**src/rtl/tpu_pkg.sv**
```systemverilog
// Shared types and constants for the systolic matrix unit.
// sat_signed is referenced only when MAC_SATURATE_EN is defined.
package tpu_pkg;

    typedef logic signed [8:0] extended_byte_type;

    localparam int MAC_DEFAULT_PSUM_WIDTH   = 19;
    localparam int MAC_DEFAULT_WEIGHT_BANKS = 4;
    localparam int SAT_WIDE_W               = 64;

    // Clamp a sign-extended wide value into the signed range of 'width' bits.
    function automatic logic signed [SAT_WIDE_W-1:0] sat_signed(
        input logic signed [SAT_WIDE_W-1:0] value,
        input int                           width
    );
        logic signed [SAT_WIDE_W-1:0] hi;
        logic signed [SAT_WIDE_W-1:0] lo;
        hi = (64'sd1 <<< (width - 1)) - 64'sd1;
        lo = -hi - 64'sd1;
        if (value > hi) begin
            return hi;
        end
        if (value < lo) begin
            return lo;
        end
        return value;
    endfunction

endpackage

```
**src/rtl/mac_weight_bank.sv**
```systemverilog
// Shadow weight bank file plus the active weight register of a MAC cell.
// Preload and load ignore the pipeline enable; a same-cycle load sees the old bank value.
module mac_weight_bank import tpu_pkg::*; #(
    parameter int  DATA_WIDTH   = $bits(extended_byte_type),
    parameter int  WEIGHT_BANKS = MAC_DEFAULT_WEIGHT_BANKS,
    localparam int BW           = (WEIGHT_BANKS > 1) ? $clog2(WEIGHT_BANKS) : 1
) (
    input  logic                         clk,
    input  logic                         rst,
    input  logic signed [DATA_WIDTH-1:0] weight_in,
    input  logic                         preload_weight,
    input  logic        [BW-1:0]         preload_bank,
    input  logic                         load_weight,
    input  logic        [BW-1:0]         load_bank,
    output logic signed [DATA_WIDTH-1:0] active_weight_o
);

    logic signed [DATA_WIDTH-1:0] bank_q [WEIGHT_BANKS];
    logic signed [DATA_WIDTH-1:0] active_q;
    logic signed [DATA_WIDTH-1:0] active_d;
    logic                         preload_ok;
    logic                         load_ok;

    // Indices past WEIGHT_BANKS-1 exist when the bank count is not a power of two.
    assign preload_ok = preload_weight && (int'(preload_bank) < WEIGHT_BANKS);
    assign load_ok    = load_weight && (int'(load_bank) < WEIGHT_BANKS);

    always_comb begin
        active_d = active_q;
        if (load_ok) begin
            active_d = bank_q[load_bank];
        end
    end

    always_ff @(posedge clk) begin
        if (rst) begin
            for (int i = 0; i < WEIGHT_BANKS; i++) begin
                bank_q[i] <= '0;
            end
            active_q <= '0;
        end else begin
            if (preload_ok) begin
                bank_q[preload_bank] <= weight_in;
            end
            active_q <= active_d;
        end
    end

    assign active_weight_o = active_q;

endmodule

```
**src/rtl/mac_cell_banked.sv**
```systemverilog
// Banked-weight signed multiply-accumulate cell, 3-stage pipeline stalled by enable.
// Define MAC_SATURATE_EN to clamp partial_sum instead of wrapping it.
module mac_cell_banked import tpu_pkg::*; #(
    parameter int  DATA_WIDTH        = $bits(extended_byte_type),
    parameter int  LAST_SUM_WIDTH    = 18,
    parameter int  PARTIAL_SUM_WIDTH = MAC_DEFAULT_PSUM_WIDTH,
    parameter int  WEIGHT_BANKS      = MAC_DEFAULT_WEIGHT_BANKS,
    localparam int BW                = (WEIGHT_BANKS > 1) ? $clog2(WEIGHT_BANKS) : 1
) (
    input  logic                                clk,
    input  logic                                rst,
    input  logic                                enable,
    input  logic signed [DATA_WIDTH-1:0]        weight_in,
    input  logic                                preload_weight,
    input  logic        [BW-1:0]                preload_bank,
    input  logic                                load_weight,
    input  logic        [BW-1:0]                load_bank,
    input  logic signed [DATA_WIDTH-1:0]        data_in,
    input  logic                                data_valid,
    input  logic signed [LAST_SUM_WIDTH-1:0]    last_sum,
    output logic signed [DATA_WIDTH-1:0]        data_out,
    output logic signed [PARTIAL_SUM_WIDTH-1:0] partial_sum,
    output logic                                sum_valid
);

    localparam int PROD_W = 2 * DATA_WIDTH;
    localparam int WIDE_W = ((PROD_W > LAST_SUM_WIDTH) ? PROD_W : LAST_SUM_WIDTH) + 1;

    logic signed [DATA_WIDTH-1:0]        active_w;
    logic signed [DATA_WIDTH-1:0]        data_p1_q;
    logic                                vld_p1_q;
    logic signed [PROD_W-1:0]            prod_p2_d;
    logic signed [PROD_W-1:0]            prod_p2_q;
    logic                                vld_p2_q;
    logic signed [WIDE_W-1:0]            wide_sum;
    logic signed [PARTIAL_SUM_WIDTH-1:0] psum_p3_d;
    logic signed [PARTIAL_SUM_WIDTH-1:0] psum_p3_q;
    logic                                vld_p3_q;

    mac_weight_bank #(
        .DATA_WIDTH   (DATA_WIDTH),
        .WEIGHT_BANKS (WEIGHT_BANKS)
    ) u_weight_bank (
        .clk             (clk),
        .rst             (rst),
        .weight_in       (weight_in),
        .preload_weight  (preload_weight),
        .preload_bank    (preload_bank),
        .load_weight     (load_weight),
        .load_bank       (load_bank),
        .active_weight_o (active_w)
    );

    // S1 -> S2: operands are sign-extended first so the product is exact.
    assign prod_p2_d = PROD_W'(data_p1_q) * PROD_W'(active_w);

    // S2 -> S3: one guard bit above the wider addend keeps the sum exact before reduction.
    assign wide_sum = WIDE_W'(prod_p2_q) + WIDE_W'(last_sum);

`ifdef MAC_SATURATE_EN
    assign psum_p3_d = PARTIAL_SUM_WIDTH'(sat_signed(SAT_WIDE_W'(wide_sum), PARTIAL_SUM_WIDTH));
`else
    assign psum_p3_d = PARTIAL_SUM_WIDTH'(wide_sum);
`endif

    always_ff @(posedge clk) begin
        if (rst) begin
            data_p1_q <= '0;
            vld_p1_q  <= 1'b0;
            prod_p2_q <= '0;
            vld_p2_q  <= 1'b0;
            psum_p3_q <= '0;
            vld_p3_q  <= 1'b0;
        end else if (enable) begin
            data_p1_q <= data_in;
            vld_p1_q  <= data_valid;
            prod_p2_q <= prod_p2_d;
            vld_p2_q  <= vld_p1_q;
            psum_p3_q <= psum_p3_d;
            vld_p3_q  <= vld_p2_q;
        end
    end

    assign data_out    = data_p1_q;
    assign partial_sum = psum_p3_q;
    assign sum_valid   = vld_p3_q;

endmodule
```
**config.mk**
```make
export PLATFORM = sky130hd
export DESIGN_NAME = mac_cell_banked
export DESIGN_NICKNAME = d
export VERILOG_FILES = /design/src/rtl/tpu_pkg.sv /design/src/rtl/mac_weight_bank.sv /design/src/rtl/mac_cell_banked.sv
export SDC_FILE = /design/constraint.sdc
export NUM_CORES = 1
export LEC_CHECK = 0
export ABC_CLOCK_PERIOD_IN_PS = 6360
export BUFFER_PORTS_ARGS = -buffer_cell sky130_fd_sc_hd__buf_2
export CAP_MARGIN = 15
export CORE_MARGIN = 3
export CORE_UTILIZATION = 50
export DETAILED_ROUTE_END_ITERATION = 10
export GPL_TIMING_DRIVEN = 0
export PLACE_DENSITY = 0.69
export SLEW_MARGIN = 20
export SYNTH_ARGS = -nofsm -noshare
export SYNTH_HDL_FRONTEND = slang
export SYNTH_SLANG_ARGS = --single-unit
```
**constraint.sdc**
```tcl
create_clock -name clk -period 6.36 [get_ports clk]
set_input_delay 0.954 -clock clk [delete_from_list [all_inputs] [get_ports clk]]
set_output_delay 0.954 -clock clk [all_outputs]
set_load 0.005 [all_outputs]
```
After elaboration in Yosys (flattened, before gate mapping) --
Memory sizes are Yosys's and may differ from the RTL's. A register that Yosys moved wholly into a read port is not among the register bits. Cells that the tools add are included.
Storage, ports and cells: register bits after elaboration 49, bits in latches 0, bits in writable memories 36, bits in read-only memories 0, output and inout bits 29, logic and storage cells 18, memories 1
Memories:
- u_weight_bank.bank_q | words 4, width 9, read ports 1, clocked after Yosys merged registers in 1, wr ports 4, line mac_weight_bank.sv:18 | logic signed [DATA_WIDTH-1:0] bank_q [WEIGHT_BANKS];
Operators by class: add/sub/neg operators 1, multiply operators 1, divide/modulo/power cells 0, magnitude comparators 0, eq/ne operators 0, shifts and indexed selects 0, multiplexer cells 8, bitwise operators 0, reduce and logical (&&, ||, !) cells 1
Operators by type and width (number):
- $add 18x18->19 | 1
- $mul 9x9->18 | 1
- $mux 9 | 1
- $reduce_or 9->1 | 1
- $mux 1 | 6
- $mux 2 | 1

Logic depth before layout (Yosys ltp) --
depth after elaboration 5, mapped depth 19, gate-level depth less buffers 18

Modules after synthesis --
Synthesis repeated with hierarchy kept, for this count alone.
Second synthesis, totals: cells, all modules 770, area total of the unflattened synthesis 7633.6 µm²
Modules (own cells, without submodules):
- mac_cell_banked | times used 1, cells an instance 636, area an instance 5651.7 µm²
- mac_weight_bank | times used 1, cells an instance 134, area an instance 1981.9 µm²

Worst setup path after synthesis --
Ideal clock, no wire load.
kind register to register, start reg u_weight_bank.active_q[0] (netlist: u_weight_bank.active_weight_o[0]), read port of u_weight_bank.bank_q, end reg prod_p2_q[16], setup time 0.122 ns, data arrival time 4.722 ns, path slack 1.516 ns, cell stages (with the launch flop) 18, path through dfxtp_1 > clkbuf_1 > nand2_1 > inv_1 > fa_1 > inv_1 > fa_1 > inv_1 > fa_1 > fa_1 > ha_1 > ha_1 > and4_1 > a211oi_1 > o21a_1 > o211ai_1 > mux2i_1 > a311o_1
Between the ends: cells in the longest elaborated chain, start to end 1
RTL lines:
- from (decl) | line mac_weight_bank.sv:19 | logic signed [DATA_WIDTH-1:0] active_q;
- $mul 9x9->18 | line mac_cell_banked.sv:55 | assign prod_p2_d = PROD_W'(data_p1_q) * PROD_W'(active_w);
- to (signal assigned) | line mac_cell_banked.sv:77 | prod_p2_q <= prod_p2_d;
- to (decl) | line mac_cell_banked.sv:33 | logic signed [PROD_W-1:0] prod_p2_q;
Every way passes these cells. A chain may end at the register's enable or synchronous reset.

Final worst setup path --
start reg data_p1_q[8] (netlist: data_out[8]), end reg prod_p2_q[16]
Between the ends: cells in the longest elaborated chain, start to end 1
RTL lines:
- from (decl) | line mac_cell_banked.sv:30 | logic signed [DATA_WIDTH-1:0] data_p1_q;
- from (signal assigned) | line mac_cell_banked.sv:75 | data_p1_q <= data_in;
- $mul 9x9->18 | line mac_cell_banked.sv:55
Every way passes these cells.

==> results.md <==
* WP data arrival at about 5.6 ns
* DP HPWL at about 13000 um
* Final hold vios at 0
* Placeable Area at roughly 0.015 mm2
* Area post-placement at about 0.0081 mm2
* Global Route met1 Usage at 0.2936
* 1st-iter DRT viols at 268
* Worst skew pair latency at between 0.3 and 0.4 ns
* Post-synthesis sequential area ratio at 0.2978
* WHS at 0.4623 ns
* Worst hold start: partial_sum[6]
* Clock Skew at 0.01560 ns
* Commonest non-fill, non-tap cell in the layout: inv_1
* Critical path type: reg2reg
* Most used routing layer: met2
* Ys flop type: dfxtp_1
* Vias in the first global route at around 5500
* Die X at ~130 um
* Netlist cell types at 55
* Maximum clock frequency at about 190 MHz
* Critical Path, Cell by Cell: clkbuf_1, nand2_1, inv_1, fa_1, fa_1, inv_1, fa_1, inv_1, fa_1, ha_1, ha_1, and4_1, a211oi_1, o21a_1, o211ai_1, mux2i_1, a311o_1
* Root Buffer Master: clkbuf_16
* TritonCTS clock tree: done
* Post-CTS Setup Inserts at 0
* Mapped Cells at a little under 800
* R2R Path Start: data_out[8]
* Endpoint class of the critical path: flip-flop
* Leakage at just under 4 nW
* Cell mode on critical path: fa_1
* # fillers at roughly 1300
* Slowest stage cell, crit path: fa_1
* Initial Util at 0.5141
* FF-to-FF path depth at 17
* Num CTS Buffers at 9
* Ys Warns at 0
* Final setup vio count at 0
* Most frequent cells in the layout: inv_1, buf_2, fa_1
* Design area at roughly 0.0084 mm2
* Syn Nets at about 940
* Register bit count reported by yosys at 94
* Max cap viols at 0
* Minimum clock period at ~5.4 ns
* First-pass GRT wire length at between 20000 and 30000 um
* Avg Cell Area, Syn at approximately 9.8 um2
* Critical-path maximum fanout at 10
* H-tree depth at 3
* Max-slew violations at 0
* 1st-pass router iterations at 5
* Setup TNS at 0 ns
* Clk buf depth at 2
* Cts repair resizes at 0
* Full die area at 0.01657 mm2
* Total number of vias at 5565
* Slew margin rel. at 0.2945
* Ys async rst share at 0
* Hold worst-path end: partial_sum[6]
* Worst VDD drop at about 160 uV
* Outcome: finished, final reports clean
* Share of cells above drive strength 1 at 0.1297
* # rows at 44
* Nets at between 1000 and 1500
* # clock sinks at 94
* Largest net degree at the start of global routing at 19
* Crit-path max cell delay at around 0.56 ns
* Overflow after GRT at 0
* EDFF count, synth at 36
* Die Height at about 130 um
* Drt total wl at around 17000 um
* Worst hold stages at 2
* Area of the mapped netlist at around 0.0075 mm2
* Area growth, synth to finish at 11.62%
* Crit share post-route at 0.8467
* Leading area contributor after synthesis: fa_1
* # diodes at 0
* CTS clock-pin slew for the worst setup and hold paths at approximately 0.070 ns
* Buffers on Ports at 71
* Type of the tightest min-delay check: reg2reg
* Post-synth top area share at 0.1888
* Critical Path RT at between 6 and 7 ns
* Area contributors post-synth: fa_1, dfxtp_1, edfxtp_1
* GPL Wtd Cong at ~0.89
* Gr usage total at 0.2137
* I/O pins at 75
* Slew at the pin closest to its max-slew limit at between 1 and 1.5 ns
* RR Endpoint: prod_p2_q[16]
* Met2 Resource Use GR at 0.3473
* Wire per inst at 15.95 um
* Drt via density at about 5.4
* Initial antenna violation count at 0
* RSZ-0062 raised after global routing: no
* Pwr dens at 203.0 mW/mm2
* Total power at 1.706 mW
* Post-route ant nets at 0
* Startpoint types: flip-flop
* GR Util met3 at 0.03528
* DR DRC count at 0
* R2R Setup Slk at 0.98 ns
* Hold_buf cts at 0
## worst max path at each step
stage / start / to / slack (ns) / depth (start not counted)
2_1_floorplan: u_weight_bank.active_weight_o[0] / prod_p2_q[16] / 1.52 / 17
5_1_grt: data_out[8] / prod_p2_q[16] / 0.69 / 17
3_5_place_dp: data_out[8] / prod_p2_q[16] / 1.06 / 17
4_1_cts: data_out[8] / prod_p2_q[16] / 1.02 / 17
3_3_place_gp: data_out[8] / prod_p2_q[16] / 1.05 / 17
6_report: data_out[8] / prod_p2_q[16] / 0.98 / 17
## stage by stage
stage / std cells / utilization / setup slack [ns]
floorplan: 769 / - / 1.516
global placement: 1024 / 0.5541 / 1.051
detailed placement: 1024 / 0.5541 / 1.062
CTS: 1040 / 0.5738 / 1.016
global route: 1040 / 0.5738 / 0.6856
finish: 1040 / 0.5738 / 0.9752
## sequential cells by signal (all words and copies together) (netlist names)
signal                         cells
partial_sum                       19
sum_valid                          1
vld_p1_q                           1
vld_p2_q                           1
prod_p2_q                         18
u_weight_bank.bank_q              36
data_out                           9
u_weight_bank.active_weight_o      9
## report_power, final
part	switching (mW)	total, mW	internal, mW
clock	0.264	0.538	0.274
combinational	0.269	0.469	0.199
sequential	0.0225	0.699	0.677
total	0.556	1.71	1.15
## cells by family after synthesis
logic type	after synthesis	synth area share
muxes	44	0.07346
DFF	94	0.2978
AOI/OAI and AO/OA	95	0.08642
xor gates and xnor gates	20	0.02327
buffers and inverters	128	0.06432
and+or+nand+nor	261	0.1728
adders and majority gates	127	0.2819
## critical path, delay by kind of cell, from the launching register on
family | cells | cell delay [ns]
adder cells (fa/ha/maj) | 6 | 2.82
AO/OA/AOI/OAI | 4 | 0.92
buffers and inverters | 4 | 0.68
AND/OR/NAND/NOR | 2 | 0.39
flip-flops | 1 | 0.33
multiplexers | 1 | 0.13
## layer usage
metal	vias up	routed length, um
met3	21	752
met5	-	0
met4	0	302
met1	2681	7426
met2	130	8110
li1	2733	-
## Yosys cell counts, types with 11 or more instances
master     n
o21ai_0   17
nand2_1   64
a21oi_1   22
clkbuf_1  26
xnor2_1   14
mux2i_1   35
fa_1      71
inv_1     92
and2_1    68
nor2_1    67
edfxtp_1  36
nand3_1   11
ha_1      56
nor3_1    11
dfxtp_1   58
## final cells by class
class	count	area (um2)	share of cell area
Buffer	35	135.1	0.01608
Clock buffer	9	225.2	0.02680
Clock inverter	7	63.81	0.007594
Inverter	93	349.1	0.04154
Multi-Input combinational cell	547	4802	0.5715
Sequential cell	94	2242	0.2668
Tap cell	184	230.2	0.02740
Timing Repair Buffer	71	355.3	0.04229
Power figures use the tool's default switching activity.
